<file path="src/rtl/edge_event_pkg.sv">
// Shared definitions for the edge event counter: MODE encodings, read FSM states
// and the channel-index width helper.
package edge_event_pkg;

  localparam logic [1:0] MODE_RISE = 2'b00;
  localparam logic [1:0] MODE_FALL = 2'b01;
  localparam logic [1:0] MODE_BOTH = 2'b10;
  localparam logic [1:0] MODE_OFF  = 2'b11;

  typedef enum logic {
    IDLE = 1'b0,
    RESP = 1'b1
  } rd_state_e;

  // A single channel still needs a 1-bit select so the port never collapses.
  function automatic int ch_w(input int channels);
    return (channels > 1) ? $clog2(channels) : 1;
  endfunction

endpackage

</file>
<file path="src/rtl/edge_event_counter_if.sv">
// Counter read port. Master issues requests and accepts data; slave is the counter.
// Handshake: rd_req qualifies rd_ch only while rd_busy=0; rd_data/rd_ovf are held
// stable while rd_valid=1 and the transfer completes on a cycle with rd_valid & rd_ready.
interface edge_event_counter_if #(
  parameter int CHANNELS = 4,
  parameter int CNT_W    = 8
);
  import edge_event_pkg::*;

  localparam int CH_W = ch_w(CHANNELS);

  logic             rd_req;
  logic [CH_W-1:0]  rd_ch;
  logic             rd_ready;
  logic             rd_busy;
  logic             rd_valid;
  logic [CNT_W-1:0] rd_data;
  logic             rd_ovf;

  modport master (
    output rd_req, rd_ch, rd_ready,
    input  rd_busy, rd_valid, rd_data, rd_ovf
  );

  modport slave (
    input  rd_req, rd_ch, rd_ready,
    output rd_busy, rd_valid, rd_data, rd_ovf
  );

endinterface

</file>
<file path="src/rtl/edge_sync_det.sv">
// One channel: SYNC_STAGES-deep synchroniser, one history flop and a MODE-selected
// edge detector producing a single-cycle event pulse.
module edge_sync_det
  import edge_event_pkg::*;
#(
  parameter int SYNC_STAGES = 2
) (
  input  logic       clk_i,
  input  logic       rst_ni,
  input  logic       in_i,
  input  logic [1:0] mode_i,
  output logic       event_o
);

  logic [SYNC_STAGES-1:0] sync_q;
  logic                   prev_q;
  logic                   cur;

  assign cur = sync_q[SYNC_STAGES-1];

  // History keeps tracking even when MODE_OFF so re-enabling sees no stale edge.
  always_ff @(posedge clk_i or negedge rst_ni) begin
    if (!rst_ni) begin
      sync_q <= '0;
      prev_q <= 1'b0;
    end else begin
      sync_q <= {sync_q[SYNC_STAGES-2:0], in_i};
      prev_q <= cur;
    end
  end

  always_comb begin
    event_o = 1'b0;
    case (mode_i)
      MODE_RISE: event_o = cur & ~prev_q;
      MODE_FALL: event_o = ~cur & prev_q;
      MODE_BOTH: event_o = cur ^ prev_q;
      default:   event_o = 1'b0;
    endcase
  end

endmodule

</file>
<file path="src/rtl/edge_event_counter.sv">
// Multi-channel saturating edge counter with clear-on-read valid/ready read port.
// Define OVF_STICKY_EN for sticky per-channel overflow flags; otherwise RD_OVF means "read all-ones".
module edge_event_counter
  import edge_event_pkg::*;
#(
  parameter int CHANNELS    = 4,
  parameter int CNT_W       = 8,
  parameter int SYNC_STAGES = 2
) (
  input  logic                clk_i,
  input  logic                rst_ni,
  input  logic [CHANNELS-1:0] in_i,
  input  logic [1:0]          mode_i,
  input  logic                clr_i,
  edge_event_counter_if.slave rd,
  output rd_state_e           state_o
);

  localparam int               CH_W    = ch_w(CHANNELS);
  localparam logic [CNT_W-1:0] CNT_MAX = '1;

  logic [CHANNELS-1:0] ev;
  logic [CNT_W-1:0]    cnt_q [CHANNELS];
  logic [CNT_W-1:0]    cnt_d [CHANNELS];
`ifdef OVF_STICKY_EN
  logic [CHANNELS-1:0] ovf_q;
  logic [CHANNELS-1:0] ovf_d;
  logic                sel_flag;
`endif
  logic [CNT_W-1:0]    sel_cnt;
  logic                capture;

  rd_state_e           state_q, state_d;
  logic [CNT_W-1:0]    rd_data_q, rd_data_d;
  logic                rd_ovf_q, rd_ovf_d;

  for (genvar g = 0; g < CHANNELS; g++) begin : g_ch
    edge_sync_det #(.SYNC_STAGES(SYNC_STAGES)) u_det (
      .clk_i   (clk_i),
      .rst_ni  (rst_ni),
      .in_i    (in_i[g]),
      .mode_i  (mode_i),
      .event_o (ev[g])
    );
  end

  // Out-of-range selects match no channel and read back as zero.
  always_comb begin
    sel_cnt = '0;
`ifdef OVF_STICKY_EN
    sel_flag = 1'b0;
`endif
    for (int i = 0; i < CHANNELS; i++) begin
      if (rd.rd_ch == CH_W'(i)) begin
        sel_cnt = cnt_q[i];
`ifdef OVF_STICKY_EN
        sel_flag = ovf_q[i];
`endif
      end
    end
  end

  always_comb begin
    state_d   = state_q;
    rd_data_d = rd_data_q;
    rd_ovf_d  = rd_ovf_q;
    capture   = 1'b0;
    case (state_q)
      IDLE: begin
        if (rd.rd_req) begin
          capture   = 1'b1;
          state_d   = RESP;
          rd_data_d = sel_cnt;
`ifdef OVF_STICKY_EN
          rd_ovf_d  = sel_flag;
`else
          rd_ovf_d  = (sel_cnt == CNT_MAX);
`endif
        end
      end
      RESP: begin
        if (rd.rd_ready) state_d = IDLE;
      end
      default: state_d = IDLE;
    endcase
  end

  // CLR wins over everything; a read-clear keeps a coinciding event as a count of one.
  always_comb begin
    cnt_d = cnt_q;
`ifdef OVF_STICKY_EN
    ovf_d = ovf_q;
`endif
    for (int i = 0; i < CHANNELS; i++) begin
      if (clr_i) begin
        cnt_d[i] = '0;
`ifdef OVF_STICKY_EN
        ovf_d[i] = 1'b0;
`endif
      end else if (capture && (rd.rd_ch == CH_W'(i))) begin
        cnt_d[i] = ev[i] ? CNT_W'(1) : '0;
`ifdef OVF_STICKY_EN
        ovf_d[i] = 1'b0;
`endif
      end else if (ev[i]) begin
        if (cnt_q[i] != CNT_MAX) cnt_d[i] = cnt_q[i] + CNT_W'(1);
`ifdef OVF_STICKY_EN
        else ovf_d[i] = 1'b1;
`endif
      end
    end
  end

  always_ff @(posedge clk_i or negedge rst_ni) begin
    if (!rst_ni) begin
      cnt_q     <= '{default: '0};
`ifdef OVF_STICKY_EN
      ovf_q     <= '0;
`endif
      state_q   <= IDLE;
      rd_data_q <= '0;
      rd_ovf_q  <= 1'b0;
    end else begin
      cnt_q     <= cnt_d;
`ifdef OVF_STICKY_EN
      ovf_q     <= ovf_d;
`endif
      state_q   <= state_d;
      rd_data_q <= rd_data_d;
      rd_ovf_q  <= rd_ovf_d;
    end
  end

  assign rd.rd_valid = (state_q == RESP);
  assign rd.rd_busy  = (state_q == RESP);
  assign rd.rd_data  = rd_data_q;
  assign rd.rd_ovf   = rd_ovf_q;
  assign state_o     = state_q;

endmodule

</file>
<file path="src/flat_wrapper.sv">
// flat-port wrapper written by rule: the top's interface ports become plain ports
module edge_event_counter_flat import edge_event_pkg::*;
#(
  parameter int CHANNELS    = 4,
  parameter int CNT_W       = 8,
  parameter int SYNC_STAGES = 2
)
  (clk_i, rst_ni, in_i, mode_i, clr_i, state_o, rd_rd_req, rd_rd_ch, rd_rd_ready, rd_rd_busy, rd_rd_valid, rd_rd_data, rd_rd_ovf);
  edge_event_counter_if #(.CHANNELS(CHANNELS), .CNT_W(CNT_W)) rd_i ();
  input  logic clk_i;
  input  logic rst_ni;
  input  logic [CHANNELS-1:0] in_i;
  input  logic [1:0] mode_i;
  input  logic clr_i;
  output rd_state_e state_o;
  input wire logic [$bits(rd_i.rd_req)-1:0] rd_rd_req;
  input wire logic [$bits(rd_i.rd_ch)-1:0] rd_rd_ch;
  input wire logic [$bits(rd_i.rd_ready)-1:0] rd_rd_ready;
  output wire logic [$bits(rd_i.rd_busy)-1:0] rd_rd_busy;
  output wire logic [$bits(rd_i.rd_valid)-1:0] rd_rd_valid;
  output wire logic [$bits(rd_i.rd_data)-1:0] rd_rd_data;
  output wire logic [$bits(rd_i.rd_ovf)-1:0] rd_rd_ovf;
  assign rd_i.rd_req = rd_rd_req;
  assign rd_i.rd_ch = rd_rd_ch;
  assign rd_i.rd_ready = rd_rd_ready;
  assign rd_rd_busy = rd_i.rd_busy;
  assign rd_rd_valid = rd_i.rd_valid;
  assign rd_rd_data = rd_i.rd_data;
  assign rd_rd_ovf = rd_i.rd_ovf;
  edge_event_counter #(.CHANNELS(CHANNELS), .CNT_W(CNT_W), .SYNC_STAGES(SYNC_STAGES)) u_core (.clk_i(clk_i), .rst_ni(rst_ni), .in_i(in_i), .mode_i(mode_i), .clr_i(clr_i), .rd(rd_i), .state_o(state_o));
endmodule
</file>
<file path="config.mk">
export PLATFORM = sky130hd
export DESIGN_NAME = edge_event_counter_flat
export DESIGN_NICKNAME = d
export VERILOG_FILES = /design/src/rtl/edge_event_pkg.sv /design/src/rtl/edge_event_counter_if.sv /design/src/rtl/edge_sync_det.sv /design/src/rtl/edge_event_counter.sv /design/src/flat_wrapper.sv
export SDC_FILE = /design/constraint.sdc
export NUM_CORES = 1
export LEC_CHECK = 0
export ABC_AREA = 1
export CAP_MARGIN = 10
export CORE_MARGIN = 3
export CORE_UTILIZATION = 47
export CTS_CLUSTER_SIZE = 40
export DETAILED_ROUTE_END_ITERATION = 16
export PLACE_DENSITY = 0.72
export SYNTH_ARGS = -nofsm -noshare
export SYNTH_HDL_FRONTEND = slang
export SYNTH_HIERARCHICAL = 1
export SYNTH_SLANG_ARGS = --single-unit
</file>
<file path="constraint.sdc">
create_clock -name clk_i -period 1.8 [get_ports clk_i]
set_input_delay 0.18 -clock clk_i [delete_from_list [all_inputs] [get_ports clk_i]]
set_output_delay 0.18 -clock clk_i [all_outputs]
set_load 0.01 [all_outputs]
</file>
==> results of run 1 <==
==> cell type report <==
cell class / instances / share of cell area (%)
tap: 93 / 3.09
clock inverter: 2 / 0.432
multi-input combinational: 317 / 43.5
inverter: 63 / 6.42
sequential: 54 / 35.9
clock buffer: 6 / 2.19
timing repair buffer: 33 / 8.44
==> through the flow <==
step | TNS, ns | hold slack [ns] | total power [mW]
floorplan | 0 | -0.116 | 1.68
global placement | 0 | 0.198 | 1.92
detailed placement | -0.0936 | 0.202 | 1.93
CTS | 0 | 0.289 | 2.68
global route | 0 | 0.283 | 2.80
finish | 0 | 0.301 | 2.64
==> state kept, by name (all words and copies together), names as in the netlist <==
name,count
u_core/cnt_q,32
u_core/rd.rd_busy,1
u_core/rd.rd_data,8
u_core/g_ch.u_det/sync_q,8
u_core/g_ch.u_det/prev_q,4
u_core/rd.rd_ovf,1
==> worst max-delay path by stage <==
stage / from / endpoint / slack (ns)
6_report: u_core/cnt_q[17] / u_core/cnt_q[23] / 0.18
5_1_grt: u_core/cnt_q[9] / u_core/cnt_q[11] / 0.02
4_1_cts: u_core/cnt_q[0] / u_core/cnt_q[6] / 0.17
3_5_place_dp: mode_i[1] / u_core/cnt_q[6] / -0.03
3_3_place_gp: mode_i[1] / u_core/cnt_q[4] / 0.02
2_1_floorplan: u_core/cnt_q[24] / u_core/cnt_q[27] / 0.43
==> cell families after synthesis <==
| logic type | synth area share, % |
|---|---|
| simple gates | 34.4 |
| buf+inv | 8.85 |
| compound gates | 10.2 |
| flops | 41.2 |
| fa+ha+maj | 4.58 |
| xor+xnor | 0.802 |
==> cells in the mapped netlist (2+ instances only) <==
| cell type | number |
|---|---|
| ha_1 | 12 |
| inv_2 | 5 |
| nand2_4 | 2 |
| o21bai_1 | 3 |
| buf_2 | 3 |
| nand2_1 | 116 |
| nand3_2 | 5 |
| nand2_2 | 9 |
| dfrtp_1 | 54 |
| nor3b_1 | 2 |
| xor2_1 | 3 |
| nor2_2 | 5 |
| nor2_1 | 36 |
| clkinv_2 | 2 |
| nor2_4 | 2 |
| nor3_1 | 5 |
| nand3_1 | 43 |
| a21oi_1 | 13 |
| nand4_1 | 12 |
| o21ai_1 | 8 |
| nand3b_1 | 4 |
| inv_1 | 55 |
| buf_4 | 2 |
| a31oi_1 | 10 |
| o21ai_0 | 24 |
==> repair_timing <==
item,in CTS,in global routing
buffers inserted,0,0
hold buffers,1,0
hold endpoints to repair,21,0
resized for setup,0,1
setup endpoints to repair,0,1
==> power by group through the flow <==
| stage | registers (mW) | clock network [mW] | logic, mW |
|---|---|---|---|
| after floorplan | 1.39 | 0 | 0.289 |
| after global placement | 1.39 | 0 | 0.536 |
| after detailed placement | 1.39 | 0 | 0.545 |
| after CTS | 1.37 | 0.765 | 0.548 |
| after global routing | 1.38 | 0.817 | 0.607 |
| final | 1.37 | 0.733 | 0.542 |
==> placed cells by master (no fill, tap or decap), types with 5 or more instances in the layout <==
cell type          n
o21ai_1            8
nor2_1            36
ha_1              12
nand3_2            5
inv_2              5
a31oi_1           10
nand2_2            9
a21oi_1           13
clkdlybuf4s50_1   23
o21ai_0           24
nand2_1          116
buf_4              7
nand4_1           12
clkbuf_8           6
inv_1             55
dfrtp_1           53
nor3_1             5
nand3_1           43
nor2_2             5
==> metal layers <==
layer | GRT usage [%] | up-vias | share of wire [%]
met1 | 26.9 | 1378 | 46
met3 | 3.50 | 9 | 4.6
li1 | - | 1495 | -
met5 | 0 | - | 0
met4 | 5.68 | 0 | 1.2
met2 | 31.4 | 75 | 48
==> summary.md, run 1 <==
| Metric | Value |
|---|---|
| EDFF count, synth | 0 |
| R2R Setup Slk | 0.18 ns |
| Clock transition at the registers of the reported paths | 0.10 ns |
| Skew-Pair Late Insertion Delay | 0.31 ns |
| GPL Wtd Cong | 0.889 |
| CP startpoint kind | flip-flop |
| H-tree depth | 2 |
| Max incr delay on CP | 0.44 ns |
| Total CTS buffers | 5 |
| Row count | 29 |
| Worst reg2reg path endpoint | u_core/cnt_q[23] |
| Setup CP Type | flip-flop to flip-flop |
| N_diodes | 0 |
| Yosys reg bits | 54 |
| Combinational fraction of design power | 20.5% |
| Filler cells | 600 |
| Gr usage total | 19.5% |
| Worst min-delay path class | primary input to flip-flop |
| Syn. warnings | 6 |
| Total die area | 0.00801 mm^2 |
| Final Max Tran Viols | 0 |
| Syn_nets | 467 |
| Worst slew pin tran | 0.540 ns |
| First-pass GRT wire length | 12.2 mm |
| Leakage | 1.79 nW |
| Maxcap violations | 0 |
| Ordered list of cells on the worst path | ha_1 -> nand3_1 -> nor2_2 -> nand3_2 -> nand2_2 -> nand2_4 -> inv_4 -> nand2_1 -> o21ai_1 |
| CP Max Fanout | 9 |
| PortBufs | 24 |
| CTS Root Cell | clkbuf_8 |
| Hold endpoint | u_core/g_ch[1].u_det/sync_q[0] |
| Critical path buffer and inverter count | 1 |
| Pwr/cell area | 702 mW/mm^2 |
| Pin count of the biggest net entering global routing | 34 |
| Yosys top cell by area | dfrtp_1 |
| Hpwl dp | 5.61 mm |
| Fin crit period | 1.62 ns |
| Proportion of layout cells with a drive suffix above 1 | 10.7% |
| Switching pwr | 0.792 mW |
| Storage cell area | 0.00135 mm^2 |
| Crit Reg-Reg Startpoint | u_core/cnt_q[17] |
| Hold wc startpoint | in_i[1] |
| Worst Setup Slack post-DPL | -0.0269 ns |
| Status | finished clean |
| Post-Route WL | 7.18 mm |
| Switching share of total power | 30.0% |
| Achievable Freq | 0.618 GHz |
| Initial antenna violation count | 0 |
| CTS tree | built |
| Worst Path Arrival | 1.86 ns |
| Main area contributors after synthesis | dfrtp_1, nand2_1, nand3_1 |
| Post-synthesis sequential area ratio | 41.2% |
| Tcrit/Tclk final | 89.9% |
| Routed Antenna Nets | 0 |
| GRT overflow | 0 |
| Worst slew margin | 64.0% |
| Synth Instances | 442 |
| Syn avg cell area | 7.42 um^2 |
| 1st-pass router iterations | 5 |
| Die height | 89.5 um |
| # DRC | 0 |
| Final core utilization | 57.3% |
| Number of library cell types mapped by synthesis | 32 |
| Worst setup EP type | flip-flop |
| Design Area, Final | 0.00376 mm^2 |
| Top cell type's share of synthesized area | 41.2% |
| Vias in the first global route | 2,663 |
| Internal power | 1.85 mW |
| Placed cell count | 559 |
| Max Clock Skew | 0.00571 ns |
| Fin cells | 568 |
| Core area | 0.00657 mm^2 |
| Post-DP Area | 0.00365 mm^2 |
| I/O pin total | 25 |
| Clk network pwr share | 27.8% |
| Max IR drop VDD | 0.000447 V |
| WHS Path Cells | 1 |
| Cell family with most CP delay | simple AND/OR/NAND/NOR gates |
| R2R depth | 9 |
| Final nets | 499 |
| Die X | 89.5 um |
| Area of the multi-input gates | 0.00164 mm^2 |
| Crit path depth | 9 |
| Via count | 2,957 |
| Slowest CP cell | dfrtp_1 |
| Avg WL per Cell | 12.6 um |
| Clk sinks | 54 |
| Mapped cell area | 0.00328 mm^2 |
| Starting DRT DRC Count | 179 |
| Worst Slack Setup Final | 0.182 ns |
| Top_reg_cell synth | dfrtp_1 |
| Share of flip-flops with an asynchronous set or reset | 100% |
| Post-DR vias/cell | 5.21 |
| Flop pwr share | 51.7% |
| RSZ-0062 raised after global routing | no |
| Initial core utilization | 49.9% |
| Clock buffer depth | 2 |
| Worst Path Required | 2.04 ns |
| Final setup vio count | 0 |
| Endpoints failing hold | 0 |
| Layout area overhead | 14.8% |
(Power assumes the default switching activity.)
==> inputs of run 2 (changes only) <==
--- a/config.mk
+++ b/config.mk
@@ -11,6 +11,7 @@
 export CORE_UTILIZATION = 47
 export CTS_CLUSTER_SIZE = 40
 export DETAILED_ROUTE_END_ITERATION = 16
+export MAX_ROUTING_LAYER = met4
 export PLACE_DENSITY = 0.72
 export SYNTH_ARGS = -nofsm -noshare
 export SYNTH_HDL_FRONTEND = slang
==> run 2 against run 1 <==
Clock power about the same. Cell count unchanged. Global-route usage rose by 1.1 points. Utilization did not move. Worst hold slack lost 0.0020 ns.
==> summary.md, run 2 (synthesis gave the netlist of run 1 again) <==
| Metric | Value |
|---|---|
| Status | finished clean |
| Total chip power | 2.64 mW (-0.16%) |
| Fin crit period | 1.65 ns (+0.0289 ns) |
| CP endpoint | u_core/cnt_q[5] |
| Clock buffer depth | 2 (unchanged) |
| Skew-Pair Late Insertion Delay | 0.31 ns (about the same) |
| Layout area overhead | 14.8% (unchanged) |
| Setup Buffers After CTS | 0 (unchanged) |
| 1st-pass router iterations | 5 (unchanged) |
| Core area | 0.00657 mm^2 (unchanged) |
| Die X | 89.5 um (unchanged) |
| CP startpoint kind | flip-flop |
| Total CTS buffers | 5 (unchanged) |
| Maxcap violations | 0 (unchanged) |
| Total die area | 0.00801 mm^2 (unchanged) |
| Initial core utilization | 49.9% (unchanged) |
| Max reg flops | 32 (unchanged) |
| Starting DRT DRC Count | 193 (+7.8%) |
| CTS Root Cell | clkbuf_8 |
| Worst min-delay path class | primary input to flip-flop |
| R2R Setup Slk | 0.15 ns (-0.03 ns) |
| Final setup vio count | 0 (unchanged) |
| Worst Path Arrival | 1.85 ns (about the same) |
| Worst Path Required | 2.01 ns (-0.03 ns) |
| Hold_ws | 0.299 ns (-0.00196 ns) |
| Vias in the first global route | 2,767 (+3.9%) |
| Achievable Freq | 0.607 GHz (-1.8%) |
| Most frequent cells in the layout | nand2_1, inv_1, dfrtp_1, nand3_1, nor2_1 |
| First-pass GRT wire length | 12.6 mm (+3.2%) |
| Largest Register | u_core/cnt_q |
| Proportion of layout cells with a drive suffix above 1 | 10.7% (unchanged) |
| Crit Reg-Reg Startpoint | u_core/cnt_q[0] |
| Setup TNS | 0 ns (unchanged) |
| Worst slew margin | 63.7% (-0.35 points) |
| PortBufs | 24 (unchanged) |
| Gr usage total | 20.6% (+1.1 points) |
| Post-DR vias/cell | 5.20 (-0.14%) |
| Die height | 89.5 um (unchanged) |
| RSZ-0062 raised after global routing | no |
| Critical Path Source | u_core/cnt_q[0] |
| Setup CP Type | flip-flop to flip-flop |
| Clock transition at the registers of the reported paths | 0.10 ns (about the same) |
| CTS tree | built |
| Final Max Tran Viols | 0 (unchanged) |
| Worst setup EP type | flip-flop |
| Via count | 2,953 (-0.14%) |
| Pwr/cell area | 701 mW/mm^2 (-0.16%) |
| R2R depth | 8 (-1) |
| Final nets | 499 (unchanged) |
| I/O pin total | 25 (unchanged) |
| Avg WL per Cell | 12.7 um (+0.60%) |
| Leakage | 1.79 nW (unchanged) |
| Max IR drop VDD | 0.000446 V (-0.15%) |
| Tcrit/Tclk final | 91.5% (+1.6 points) |
| GRT overflow | 0 (unchanged) |
| Endpoints failing hold | 0 (unchanged) |
| Clk sinks | 54 (unchanged) |
| N_diodes | 0 (unchanged) |
| Hpwl dp | 5.57 mm (-0.61%) |
| Worst slew pin tran | 0.545 ns (+0.00532 ns) |
| H-tree depth | 2 (unchanged) |
| Post-Route WL | 7.22 mm (+0.60%) |
| CP Max Fanout | 7 (-2) |
| # DRC | 0 (unchanged) |
| Most common cell after layout, fill and taps aside | nand2_1 |
| Row count | 29 (unchanged) |
| GPL Wtd Cong | 0.908 (+2.2%) |
| Max Clock Skew | 0.00376 ns (-0.00195 ns) |
| Initial antenna violation count | 0 (unchanged) |
| Pin count of the biggest net entering global routing | 34 (unchanged) |
| Worst reg2reg path endpoint | u_core/cnt_q[5] |
| Routed Antenna Nets | 0 (unchanged) |
[run 2: worst min-delay path by stage]
stage,depth (start not counted),slack [ns],endpoint,start
final,1,0.30,u_core/g_ch[2].u_det/sync_q[0],in_i[2]
after global placement,1,0.20,u_core/cnt_q[10],rst_ni
after floorplan,0,-0.12,u_core/cnt_q[0],rst_ni
after global routing,1,0.29,u_core/g_ch[1].u_det/sync_q[0],in_i[1]
after detailed placement,1,0.20,u_core/cnt_q[9],rst_ni
after CTS,1,0.29,u_core/g_ch[2].u_det/sync_q[0],in_i[2]
[run 2: area by class of cell]
cell class                 instances  area, um^2
inverter                          63         241
multi-input combinational        317        1640
clock inverter                     2        16.3
sequential                        54        1350
fill                             591        2800
timing repair buffer              33         318
tap                               93         116
clock buffer                       6        82.6
[run 2: power breakdown]
group	switching (mW)	internal [mW]
logic	0.304	0.237
registers	0.0687	1.30
clock network	0.414	0.318
[run 2: per-stage QoR]
| step | setup WS, ns | cell area [um^2] | utilization (%) | instances |
|---|---|---|---|---|
| finish | 0.153 | 3760 | 57.3 | 568 |
| global route | 0.0271 | 3760 | 57.3 | 568 |
| CTS | 0.127 | 3760 | 57.3 | 568 |
| detailed placement | -0.0414 | 3650 | 55.6 | 559 |
| global placement | 0.00106 | 3650 | 55.6 | 559 |
| floorplan | 0.428 | 3280 | - | 442 |
[run 2: repair_timing]
action,in CTS,in global routing
hold buffers,1,0
hold endpoints to repair,21,0
gates resized for setup,0,1
endpoints found under the setup margin,0,5
[run 2: worst max-delay path, stage by stage (launching register included)]
cell     delay, ns
dfrtp_2       0.44
ha_1          0.20
nand2_1       0.07
nor2_2        0.19
nand2_1       0.15
nand2_1       0.22
nand2_2       0.13
nand2_1       0.08
a21oi_1       0.06
[run 2: layer usage]
metal	share of wire [%]	global-route usage, %
met2	47	33.0
met4	1.5	5.68
met5	0	-
met3	4.1	3.23
met1	47	27.2
==> inputs of run 3 (changes only) <==
--- a/config.mk
+++ b/config.mk
@@ -11,8 +11,9 @@
 export CORE_UTILIZATION = 47
 export CTS_CLUSTER_SIZE = 40
 export DETAILED_ROUTE_END_ITERATION = 16
+export DONT_BUFFER_PORTS = 1
 export MAX_ROUTING_LAYER = met4
-export PLACE_DENSITY = 0.72
+export PLACE_DENSITY = 0.68
 export SYNTH_ARGS = -nofsm -noshare
 export SYNTH_HDL_FRONTEND = slang
 export SYNTH_HIERARCHICAL = 1
==> run 3 against run 2 <==
Critical path depth is the same. Utilization shrank 3.3 points. Worst hold slack lost 0.28 ns. Combinational power shrank 29%. Clock skew grew 0.0056 ns. Sequential power is essentially flat. Critical path type unchanged. Highest routed layer unchanged.
==> summary.md, run 3 (synthesis gave the netlist of run 1 again) <==
| Metric | Value |
|---|---|
| H-tree depth | 2 (unchanged) |
| N_diodes | 0 (unchanged) |
| Tcrit/Tclk final | 87.1% (-4.4 points) |
| CTS tree | built |
| Pin count of the biggest net entering global routing | 55 (+62%) |
| Core area | 0.00657 mm^2 (unchanged) |
| CTS Root Cell | clkbuf_8 |
| Endpoints failing hold | 0 (unchanged) |
| Setup CP Type | flip-flop to flip-flop |
| Clock buffer depth | 2 (unchanged) |
| 1st-pass router iterations | 4 (-1) |
| Worst min-delay path class | primary input to flip-flop |
| Worst Slack Setup Final | 0.233 ns (+0.0793 ns) |
| # DRC | 0 (unchanged) |
| Die height | 89.5 um (unchanged) |
| GRT overflow | 0 (unchanged) |
| Starting DRT DRC Count | 243 (+26%) |
| CP startpoint kind | flip-flop |
| Avg WL per Cell | 13.2 um (+4.1%) |
| Maxcap violations | 0 (unchanged) |
| Most common cell after layout, fill and taps aside | nand2_1 |
| WL met1 | 3.44 mm (+1.2%) |
| Routed wl met2 | 3.38 mm (-1.0%) |
| Hpwl dp | 5.35 mm (-4.0%) |
| Placed cell count | 530 (-5.2%) |
| Worst slew margin | 80.3% (+17 points) |
| Clock transition at the registers of the reported paths | 0.11 ns (about the same) |
| Largest Register | u_core/cnt_q |
| Worst setup EP type | flip-flop |
| Ordered list of cells on the worst path | ha_1 -> nand2_1 -> nor2_2 -> nand4_2 -> nand2_2 -> nand2_2 -> nand3_1 -> nand2_1 |
| Status | finished clean |
| Max Clock Skew | 0.00937 ns (+0.00561 ns) |
| Routed Antenna Nets | 0 (unchanged) |
| Max reg flops | 32 (unchanged) |
| Fin cells | 545 (-4.0%) |
| Metal3 WL | 331 um (+11%) |
| Total CTS buffers | 5 (unchanged) |
| CP Max Fanout | 6 (-1) |
| Vias in the first global route | 2,623 (-5.2%) |
| Row count | 29 (unchanged) |
| I/O pin total | 25 (unchanged) |
| Gr usage total | 20.0% (-0.62 points) |
| Max incr delay on CP | 0.43 ns (about the same) |
| PortBufs | 0 (-100%) |
| Achievable Freq | 0.638 GHz (+5.1%) |
| Final Max Tran Viols | 0 (unchanged) |
| Pwr/cell area | 697 mW/mm^2 (-0.57%) |
| Initial antenna violation count | 0 (unchanged) |
| Final nets | 476 (-4.6%) |
| Layout area overhead | 8.17% |
| GPL Wtd Cong | 0.933 (+2.7%) |
| Via count | 2,882 (-2.4%) |
| Leakage | 1.70 nW (-5.0%) |
| Proportion of layout cells with a drive suffix above 1 | 10.2% (-0.56 points) |
| First-pass GRT wire length | 12.1 mm (-3.3%) |
| Total die area | 0.00801 mm^2 (unchanged) |
| Worst slew pin tran | 0.294 ns (-0.252 ns) |
| Cell family with most CP delay | simple AND/OR/NAND/NOR gates |
| Post-DR vias/cell | 5.29 (+1.7%) |
| Setup TNS | 0 ns (unchanged) |
| Die X | 89.5 um (unchanged) |
| Post-Route WL | 7.21 mm (-0.12%) |
| Clk sinks | 54 (unchanged) |
| Final setup vio count | 0 (unchanged) |
| Critical path buffer and inverter count | 0 (unchanged) |
| Most frequent cells in the layout | nand2_1, inv_1, dfrtp_1, nand3_1, nor2_1 |
| Initial core utilization | 49.9% (unchanged) |
| Worst Path Required | 2.01 ns (about the same) |
| Fin crit period | 1.57 ns (-0.0793 ns) |
| Skew-Pair Late Insertion Delay | 0.31 ns (about the same) |
| RSZ-0062 raised after global routing | no |
| Max IR drop VDD | 0.000527 V (+18%) |
| Filler cells | 607 (+2.7%) |
| Highest routed layer | met4 |
| Worst Path Arrival | 1.78 ns (-0.07 ns) |
| Worst Setup Slack post-DPL | 0.157 ns (+0.199 ns) |
| Setup Buffers After CTS | 0 (unchanged) |
| Slowest CP cell | dfrtp_1 |
## run 3: tightest hold or removal path: stages
cell	delay, ns
a21oi_1	0.02
nand2_1	0.04
o21ai_1	0.05
## run 3: per-stage QoR
stage	hold WS [ns]	area, um^2	util, %	power [mW]
after floorplan	-0.116	3280	-	1.68
after global placement	-0.113	3370	51.3	1.75
after detailed placement	-0.113	3370	51.3	1.76
after CTS	0.0105	3540	53.9	2.49
after global routing	0.00911	3550	54.0	2.60
final	0.0179	3550	54.0	2.47
## run 3: final cells by class
cell class / count / area (um^2) / share of cell area [%]
multi-input combinational: 317 / 1640 / 46.2
clock inverter: 2 / 13.8 / 0.388
timing repair buffer: 10 / 110 / 3.11
tap: 93 / 116 / 3.28
clock buffer: 6 / 72.6 / 2.05
sequential: 54 / 1350 / 38.1
inverter: 63 / 241 / 6.81
## run 3: timing repair
item,CTS,global route
endpoints found under the setup margin,0,5
resized for setup,0,2
hold endpoints to repair,59,0
hold buffers,7,0
## run 3: worst paths after layout
| check | cells after the start | start | slack, ns | endpoint |
|---|---|---|---|---|
| setup reg to reg | 8 | u_core/cnt_q[24] | 0.23 | u_core/cnt_q[27] |
| setup / recovery | 8 | u_core/cnt_q[24] | 0.23 | u_core/cnt_q[27] |
| max in group asynchronous | 2 | rst_ni | 1.17 | u_core/cnt_q[0] |
| min in group asynchronous | 2 | rst_ni | 0.37 | u_core/cnt_q[15] |
| hold reg to reg | 0 | u_core/g_ch[1].u_det/sync_q[0] | 0.36 | u_core/g_ch[1].u_det/sync_q[1] |
| hold / removal | 3 | clr_i | 0.02 | u_core/cnt_q[8] |
## run 3: power breakdown
part / switching, mW / internal (mW) / total (mW) / leakage, nW
registers: 0.0909 / 1.30 / 1.39 / 0.699
clock network: 0.423 / 0.276 / 0.699 / 0.0452
logic: 0.246 / 0.138 / 0.384 / 0.958
## run 3: routing by layer
layer / track usage [%] / vias up
met3: 3.41 / 7
met1: 26.7 / 1345
li1: - / 1455
met4: 5.14 / 0
met2: 31.7 / 75
met5: - / -
